[src/rtl/mem_stage_ws.sv]
// mem_stage_ws: pipeline memory stage with a word-addressed data array and a
// fixed number of wait states per access. Upstream is held via the
// combinational stall output while an access is in progress; the output
// register inserts bubbles (wb_en/mem_r_en cleared) on stalled edges.
// Optional build macro: MEM_RANGE_CHECK_EN enables out-of-range detection
// (addr_fault, write suppression, zero read data). Without it the word index
// wraps modulo DEPTH and addr_fault stays 0.
module mem_stage_ws #(
  parameter int unsigned DATA_W      = 32,
  parameter int unsigned DEPTH       = 64,
  parameter int unsigned BASE_ADDR   = 1024,
  parameter int unsigned WAIT_STATES = 1
) (
  input  logic              clk,
  input  logic              rst,
  input  logic              wb_en_in,
  input  logic              mem_r_en_in,
  input  logic              mem_w_en_in,
  input  logic [4:0]        dest_in,
  input  logic [31:0]       alu_result_in,
  input  logic [DATA_W-1:0] store_data_in,
  output logic              wb_en_out,
  output logic              mem_r_en_out,
  output logic [4:0]        dest_out,
  output logic [31:0]       alu_result_out,
  output logic [DATA_W-1:0] mem_data_out,
  output logic              stall,
  output logic              addr_fault
);

  localparam int unsigned BYTES = DATA_W / 8;
  localparam int unsigned OFF_W = $clog2(BYTES);
  localparam int unsigned IDX_W = $clog2(DEPTH);
  localparam logic [31:0] BASE  = 32'(BASE_ADDR);
  localparam logic [32:0] SPAN  = 33'(DEPTH * BYTES);
  localparam logic [3:0]  WS    = 4'(WAIT_STATES);

  typedef enum logic {
    S_IDLE,
    S_WAIT
  } state_t;

  state_t             state_q, state_d;
  logic [3:0]         cnt_q, cnt_d;
  logic               stall_c;
  logic               complete;
  logic               access;
  logic               in_range;
  logic               fault;
  logic               mem_we;
  logic [31:0]        offset;
  logic [IDX_W-1:0]   idx;
  logic [DATA_W-1:0]  rdata;
  logic               unused_offset;

  logic [DATA_W-1:0]  mem_q [DEPTH] = '{default: '0};

  logic               wb_en_q;
  logic               mem_r_en_q;
  logic [4:0]         dest_q;
  logic [31:0]        alu_result_q;
  logic [DATA_W-1:0]  mem_data_q;
  logic               addr_fault_q;

  // Address decode: byte offset from the base, then word index.
  always_comb begin
    access = mem_r_en_in | mem_w_en_in;
    offset = alu_result_in - BASE;
    idx    = offset[OFF_W +: IDX_W];
`ifdef MEM_RANGE_CHECK_EN
    // Addresses below the base wrap to huge offsets, so one compare covers both bounds.
    in_range = ({1'b0, offset} < SPAN);
`else
    in_range = 1'b1;
`endif
    fault = access & ~in_range;
    rdata = in_range ? mem_q[idx] : '0;
  end

  assign unused_offset = ^offset;

  // Wait-state sequencing: next state, counter, stall and completion strobe.
  always_comb begin
    state_d  = state_q;
    cnt_d    = cnt_q;
    stall_c  = 1'b0;
    complete = 1'b0;
    unique case (state_q)
      S_IDLE: begin
        if (access) begin
          if (WAIT_STATES == 0) begin
            complete = 1'b1;
          end else begin
            stall_c = 1'b1;
            state_d = S_WAIT;
            cnt_d   = WS - 4'd1;
          end
        end
      end
      S_WAIT: begin
        if (cnt_q != 4'd0) begin
          stall_c = 1'b1;
          cnt_d   = cnt_q - 4'd1;
        end else begin
          complete = 1'b1;
          state_d  = S_IDLE;
        end
      end
      default: state_d = S_IDLE;
    endcase
    // Reset acts immediately on the combinational outputs too, so an access
    // interrupted by reset can never reach its write edge.
    if (rst) begin
      stall_c  = 1'b0;
      complete = 1'b0;
    end
  end

  assign stall  = stall_c;
  assign mem_we = complete & mem_w_en_in & in_range;

  // FSM state and wait counter.
  always_ff @(posedge clk or posedge rst) begin
    if (rst) begin
      state_q <= S_IDLE;
      cnt_q   <= '0;
    end else begin
      state_q <= state_d;
      cnt_q   <= cnt_d;
    end
  end

  // Data array: single write on the completion edge; not touched by reset.
  always_ff @(posedge clk) begin
    if (mem_we) begin
      mem_q[idx] <= store_data_in;
    end
  end

  // Output register: load on free edges, bubble and hold on stalled edges.
  always_ff @(posedge clk or posedge rst) begin
    if (rst) begin
      wb_en_q      <= 1'b0;
      mem_r_en_q   <= 1'b0;
      dest_q       <= '0;
      alu_result_q <= '0;
      mem_data_q   <= '0;
      addr_fault_q <= 1'b0;
    end else if (stall_c) begin
      wb_en_q    <= 1'b0;
      mem_r_en_q <= 1'b0;
    end else begin
      wb_en_q      <= wb_en_in;
      mem_r_en_q   <= mem_r_en_in;
      dest_q       <= dest_in;
      alu_result_q <= alu_result_in;
      mem_data_q   <= rdata;
      addr_fault_q <= fault;
    end
  end

  assign wb_en_out      = wb_en_q;
  assign mem_r_en_out   = mem_r_en_q;
  assign dest_out       = dest_q;
  assign alu_result_out = alu_result_q;
  assign mem_data_out   = mem_data_q;
  assign addr_fault     = addr_fault_q;

endmodule
[config.mk]
export PLATFORM = sky130hd
export DESIGN_NAME = mem_stage_ws
export DESIGN_NICKNAME = d
export VERILOG_FILES = /design/src/rtl/mem_stage_ws.sv
export SDC_FILE = /design/constraint.sdc
export NUM_CORES = 2
export LEC_CHECK = 0
export CAP_MARGIN = 25
export CELL_PAD_IN_SITES_DETAIL_PLACEMENT = 0
export CELL_PAD_IN_SITES_GLOBAL_PLACEMENT = 1
export CORE_ASPECT_RATIO = 1.25
export CORE_UTILIZATION = 30
export CTS_CLUSTER_DIAMETER = 150
export DETAILED_ROUTE_END_ITERATION = 10
export PLACE_DENSITY_LB_ADDON = 0.1
export SKIP_CTS_REPAIR_TIMING = 1
export SLEW_MARGIN = 20
export SYNTH_ARGS = -nofsm -noshare
export SYNTH_HDL_FRONTEND = slang
export SYNTH_SLANG_ARGS = --single-unit
[constraint.sdc]
create_clock -name clk -period 4.1 [get_ports clk]
set_input_delay 0.82 -clock clk [delete_from_list [all_inputs] [get_ports clk]]
set_output_delay 0.82 -clock clk [all_outputs]
set_load 0.005 [all_outputs]
* Word level (Yosys, flattened, before mapping)
Memories as Yosys holds them, arrays and structs flattened. A register that Yosys moved wholly into a read port is not among the register bits.
Index checks and enable logic that the tools add are counted.
** Word-level totals
- Bits in registers :: 44
- Memory bits (writable) :: 2048
- Bits of input ports :: 74
- Output and inout bits :: 73
- Word-level logic and storage cells :: 31
- Memories kept :: 1
** Cells by class
- $add $sub $neg :: 2
- Equality and inequality tests :: 2
- Multiplexer cells :: 14
- Bitwise operators :: 3
- Reduce and logical (&&, ||, !) cells :: 3
** Memory list
- mem_q :: words 64, bits a word 32, read ports 1, clocked after memory_dff 1, wr ports 1, RTL line 56 : logic [DATA_W-1:0] mem_q [DEPTH] = '{default: '0};
** Operators with widths (count)
- 2-to-1 mux 1 bit :: 10
- 2-to-1 mux 4 bit :: 2
- case mux 4 bit (2 select lines) :: 1
- subtractor 8 x 1 -> 8 bit, second input constant :: 1
- nonzero test 4 bit :: 1
- subtractor 4 x 1 -> 4 bit, second input constant :: 1
- inequality test 2 x 1 -> 1 bit, second input constant :: 1
- inequality test 2 bit, second input constant :: 1
- case mux 1 bit (2 select lines) :: 1
- AND reduction 2 bit :: 1
- bitwise AND 1 bit :: 1
- zero test 1 bit :: 1
- inverter 1 bit :: 1
- OR 1 bit :: 1

* Logic depth before layout (Yosys ltp)
- Depth in word-level cells :: 7
- Gate-level depth with buffers :: 11
- Gate-level depth less buffers :: 10

* Worst setup path after synthesis
No wires, ideal clock.
- Path type :: in2reg
- From :: input port rst
- To :: memory mem_q[12][0], enable pin
- Library setup time :: 0.421 ns
- Arrival time :: 4.566 ns
- Required time :: 3.679 ns
- Slack :: -0.887 ns
- Cell stages on the path :: 5
- Cells stage by stage :: inv_1 > and3_1 > and3_1 > nand2_1 > nor2_1
** On the way
- Word-level cells in the longest chain between the ends :: 4
** RTL lines
- start, declared :: RTL line 15 : input logic rst,
- 2-to-1 mux 1 bit :: RTL line 113 : if (rst) begin
- bitwise AND 1 bit :: RTL line 120 : assign mem_we = complete & mem_w_en_in & in_range;
- 2-to-1 mux 1 bit :: RTL line 135 : if (mem_we) begin
- 2-to-1 mux 1 bit (not written as such) :: RTL line 136 : mem_q[idx] <= store_data_in;
- end, declared :: RTL line 56
No other way between the ends.

* Worst setup path after layout
- From :: register cnt_q[0]
- To :: output port stall
** On the way
- Word-level cells in the longest chain between the ends :: 4
** RTL lines
- start, declared :: RTL line 44 : logic [3:0] cnt_q, cnt_d;
- start signal, assigned :: RTL line 129 : cnt_q <= cnt_d;
- nonzero test 4 bit :: RTL line 101 : if (cnt_q != 4'd0) begin
- 2-to-1 mux 1 bit
- case mux 1 bit (2 select lines)
- via state_d :: RTL line 43 : state_t state_q, state_d;
- 2-to-1 mux 1 bit :: RTL line 113
- end, declared :: RTL line 27 : output logic stall,
The timed path passes the listed nets, and every way through them passes these cells.

==> out/qor.txt <==
initial antenna violation count -> 14
max frequency -> 0.2792 GHz
Syn Inst Count -> 4,232
layout cells sized above 1 -> 23.11%
pre-CTS setup slack -> 0.1221 ns
top post-synthesis cells by area -> edfxtp_1 (76%), mux4_2 (6.1%), mux2i_1 (3.0%)
max incr delay on CP -> 0.38 ns
CP max stage cell -> dfrtp_1
ANT nets after route -> 0
mapped cell area -> 81,030 um2
global route overflow -> 0
crit path DAT -> 2.76 ns
Die ar. -> 272,200 um2
EDFF count, synth -> 2,048
post-synthesis sequential area ratio -> 78.24%
Tot GR Track Use -> 22.03%
Ys Warns -> 0
worst slew pin tran -> 1.105 ns
TritonCTS Sinks -> 2,124
Port Buffers -> 145
boundary pin count -> 147
Final WS setup -> 0.5184 ns
Pwr Density -> 497.0 nW/um2
Die W -> 466.9 um
final hold vios -> 0
Post-Layout Inst Area -> 97,480 um2
CTS Buffer Depth -> 4
Synth top cells by count -> edfxtp_1 (2,048), mux2i_1 (244), mux4_2 (219)
Post-DP HPWL -> 189,100 um
DR vias/cell -> 5.306
ys flop type -> edfxtp_1
TritonCTS buffer count -> 229
Min-Delay Path Class -> in -> reg
nets@finish -> 4,831
Power Total -> 48.44 mW
first-pass GRT wire length -> 409,200 um
maximum fanout along the worst path -> 5
Final Util -> 36.42%
Die Span Y -> 583.1 um
drt drc -> 0
CTS tree -> yes
top-count cell post-synth -> edfxtp_1
vias in the first global route -> 45,115
Final GP Congestion -> 0.7930
Cell variety after synth -> 65
Initial Util -> 30.28%
Clk Latency, worst-skew pair -> 0.91 ns
Min Hold Slack -> 0.1392 ns
syn_nets -> 4,307
critical path class -> reg -> out
final setup fails -> 0
static leakage power -> 31.34 nW
#FFs+latches synth -> 2,124
Setup crit end kind -> output pin
layout overhead on the synthesized area -> 20.29%
Avg Inst Size Synth -> 19.15 um2
via count -> 44,986
Tcrit/Tclk final -> 87.36%
Final min period -> 3.582 ns
initial DRC count -> 4,088
max-slew violations -> 0
drt first pass iters -> 8
fraction of registers with async set/reset -> 3.578%
crit path launch type -> flip-flop
Worst-path clk slew -> 0.06 ns
fin cells -> 8,478
setup tns final -> 0 ns
clock root buffer -> clkbuf_16
Post-Route WL -> 303,300 um
Post-Place Cell Area -> 90,390 um2
wire per inst -> 35.77 um
Peak VDD IR -> 0.3109 mV
outcome -> finished, final reports clean
dpl cells -> 8,053
RSZ-0062 raised after global routing -> no
max_cap viols -> 0
post-synth top area share -> 75.89%
worst clock skew -> 0.04407 ns
CORE AREA -> 267,600 um2
largest net degree at the start of global routing -> 85
worst endpoint required time -> 3.28 ns
worst-path cell chain -> inv_1 > ha_1 > nor3b_2 > buf_4 > a21o_1 > inv_2 > nand2_4 > clkinv_2 > dlymetal6s2s_1
Yosys top cell by area -> edfxtp_1
headroom to the max-slew limit -> 26.33%
Site Rows -> 212
htree depth -> 4
-- layout make-up --
cell class,instances,area (um2)
fill,24802,170200
sequential,2124,63400
multi-input combinational,1819,16670
clock buffer,304,6155
timing repair buffer,575,5936
tap,3531,4418
clock inverter,103,818.3
inverter,7,38.79
antenna,15,37.54
-- report_power, final --
group	switching (mW)	internal, mW	leakage (nW)
Combinational	2.45	1.53	8.63
Sequential	0.427	24.1	19.3
Clock	8.72	11.2	3.41
Total	11.6	36.8	31.3
-- sequential cells by signal, indices dropped and copies added (netlist names) --
name / count
mem_q: 2048
alu_result_out: 32
mem_data_out: 32
dest_out: 5
cnt_q: 4
mem_r_en_out: 1
state_q: 1
wb_en_out: 1
-- kinds of logic after synthesis --
logic type                 count (synthesis)  share of synthesized area, %
DFF                                     2124                         78.24
AOI/OAI and AO/OA                        815                         7.314
muxes                                    527                         9.990
and+or+nand+nor                          473                         2.498
buffers and inverters                    289                         1.916
xor gates and xnor gates                   2                       0.02162
adders and majority gates                  1                       0.01544
other                                      1                      0.004628
-- routing by layer --
layer / share of wire, % / wire (um) / GRT usage, %
met4: 2.3 / 6864 / 5.038
met1: 43 / 131900 / 29.89
met2: 49 / 149400 / 37.14
met3: 5.0 / 15100 / 3.149
met5: 0.0049 / 15 / 0
-- cell usage in the layout (no fill, tap or decap), types with 10 or more instances in the layout --
master	netlist	final
nand2_1	182	180
a221oi_1	205	205
nor2_1	181	114
buf_4	48	323
mux2i_1	244	244
edfxtp_1	2048	2048
clkbuf_8	0	10
buf_2	98	29
bufinv_16	0	12
nand4_1	10	10
o22a_1	13	13
a31oi_1	23	23
a22oi_1	157	157
clkdlybuf4s50_1	0	109
clkinv_2	0	35
clkbuf_1	82	63
a21oi_1	97	97
buf_12	0	108
o21ai_0	95	95
o211ai_1	13	13
clkbuf_16	0	231
o22ai_1	84	84
a211oi_1	21	21
and3_1	11	11
a22o_1	21	21
nor2_4	0	68
o32a_1	19	19
diode_2	0	15
mux2_2	64	64
a221o_1	13	13
mux4_2	219	219
nand3_1	35	34
clkinv_1	0	48
dfrtp_1	76	76
-- final timing paths --
path / startpoint / endpoint / slack, ns / cells after the start
max in group asynchronous: rst / mem_data_out[4]$_DFFE_PP0N_ / 2.96 / 3
min: store_data_in[26] / mem_q[44][26]$_DFFE_PP_ / 0.14 / 1
max: cnt_q[0]$_DFFE_PP0P_ / stall / 0.52 / 9
min in group asynchronous: rst / mem_r_en_out$_DFF_PP0_ / 0.53 / 3
max reg2reg: cnt_q[0]$_DFFE_PP0P_ / mem_data_out[30]$_DFFE_PP0N_ / 0.89 / 13
min reg2reg: alu_result_out[25]$_DFFE_PP0N_ / alu_result_out[25]$_DFFE_PP0N_ / 0.46 / 2
-- worst max-delay path: cells and delay by family, from the launching register on --
kind,cells,cell delay (ns)
AOI/OAI and AO/OA,1,0.25
adders and majority gates,1,0.21
buffers and inverters,5,0.80
DFF,1,0.38
and+or+nand+nor,2,0.24
No activity file was read; power rests on OpenSTA's default activity.
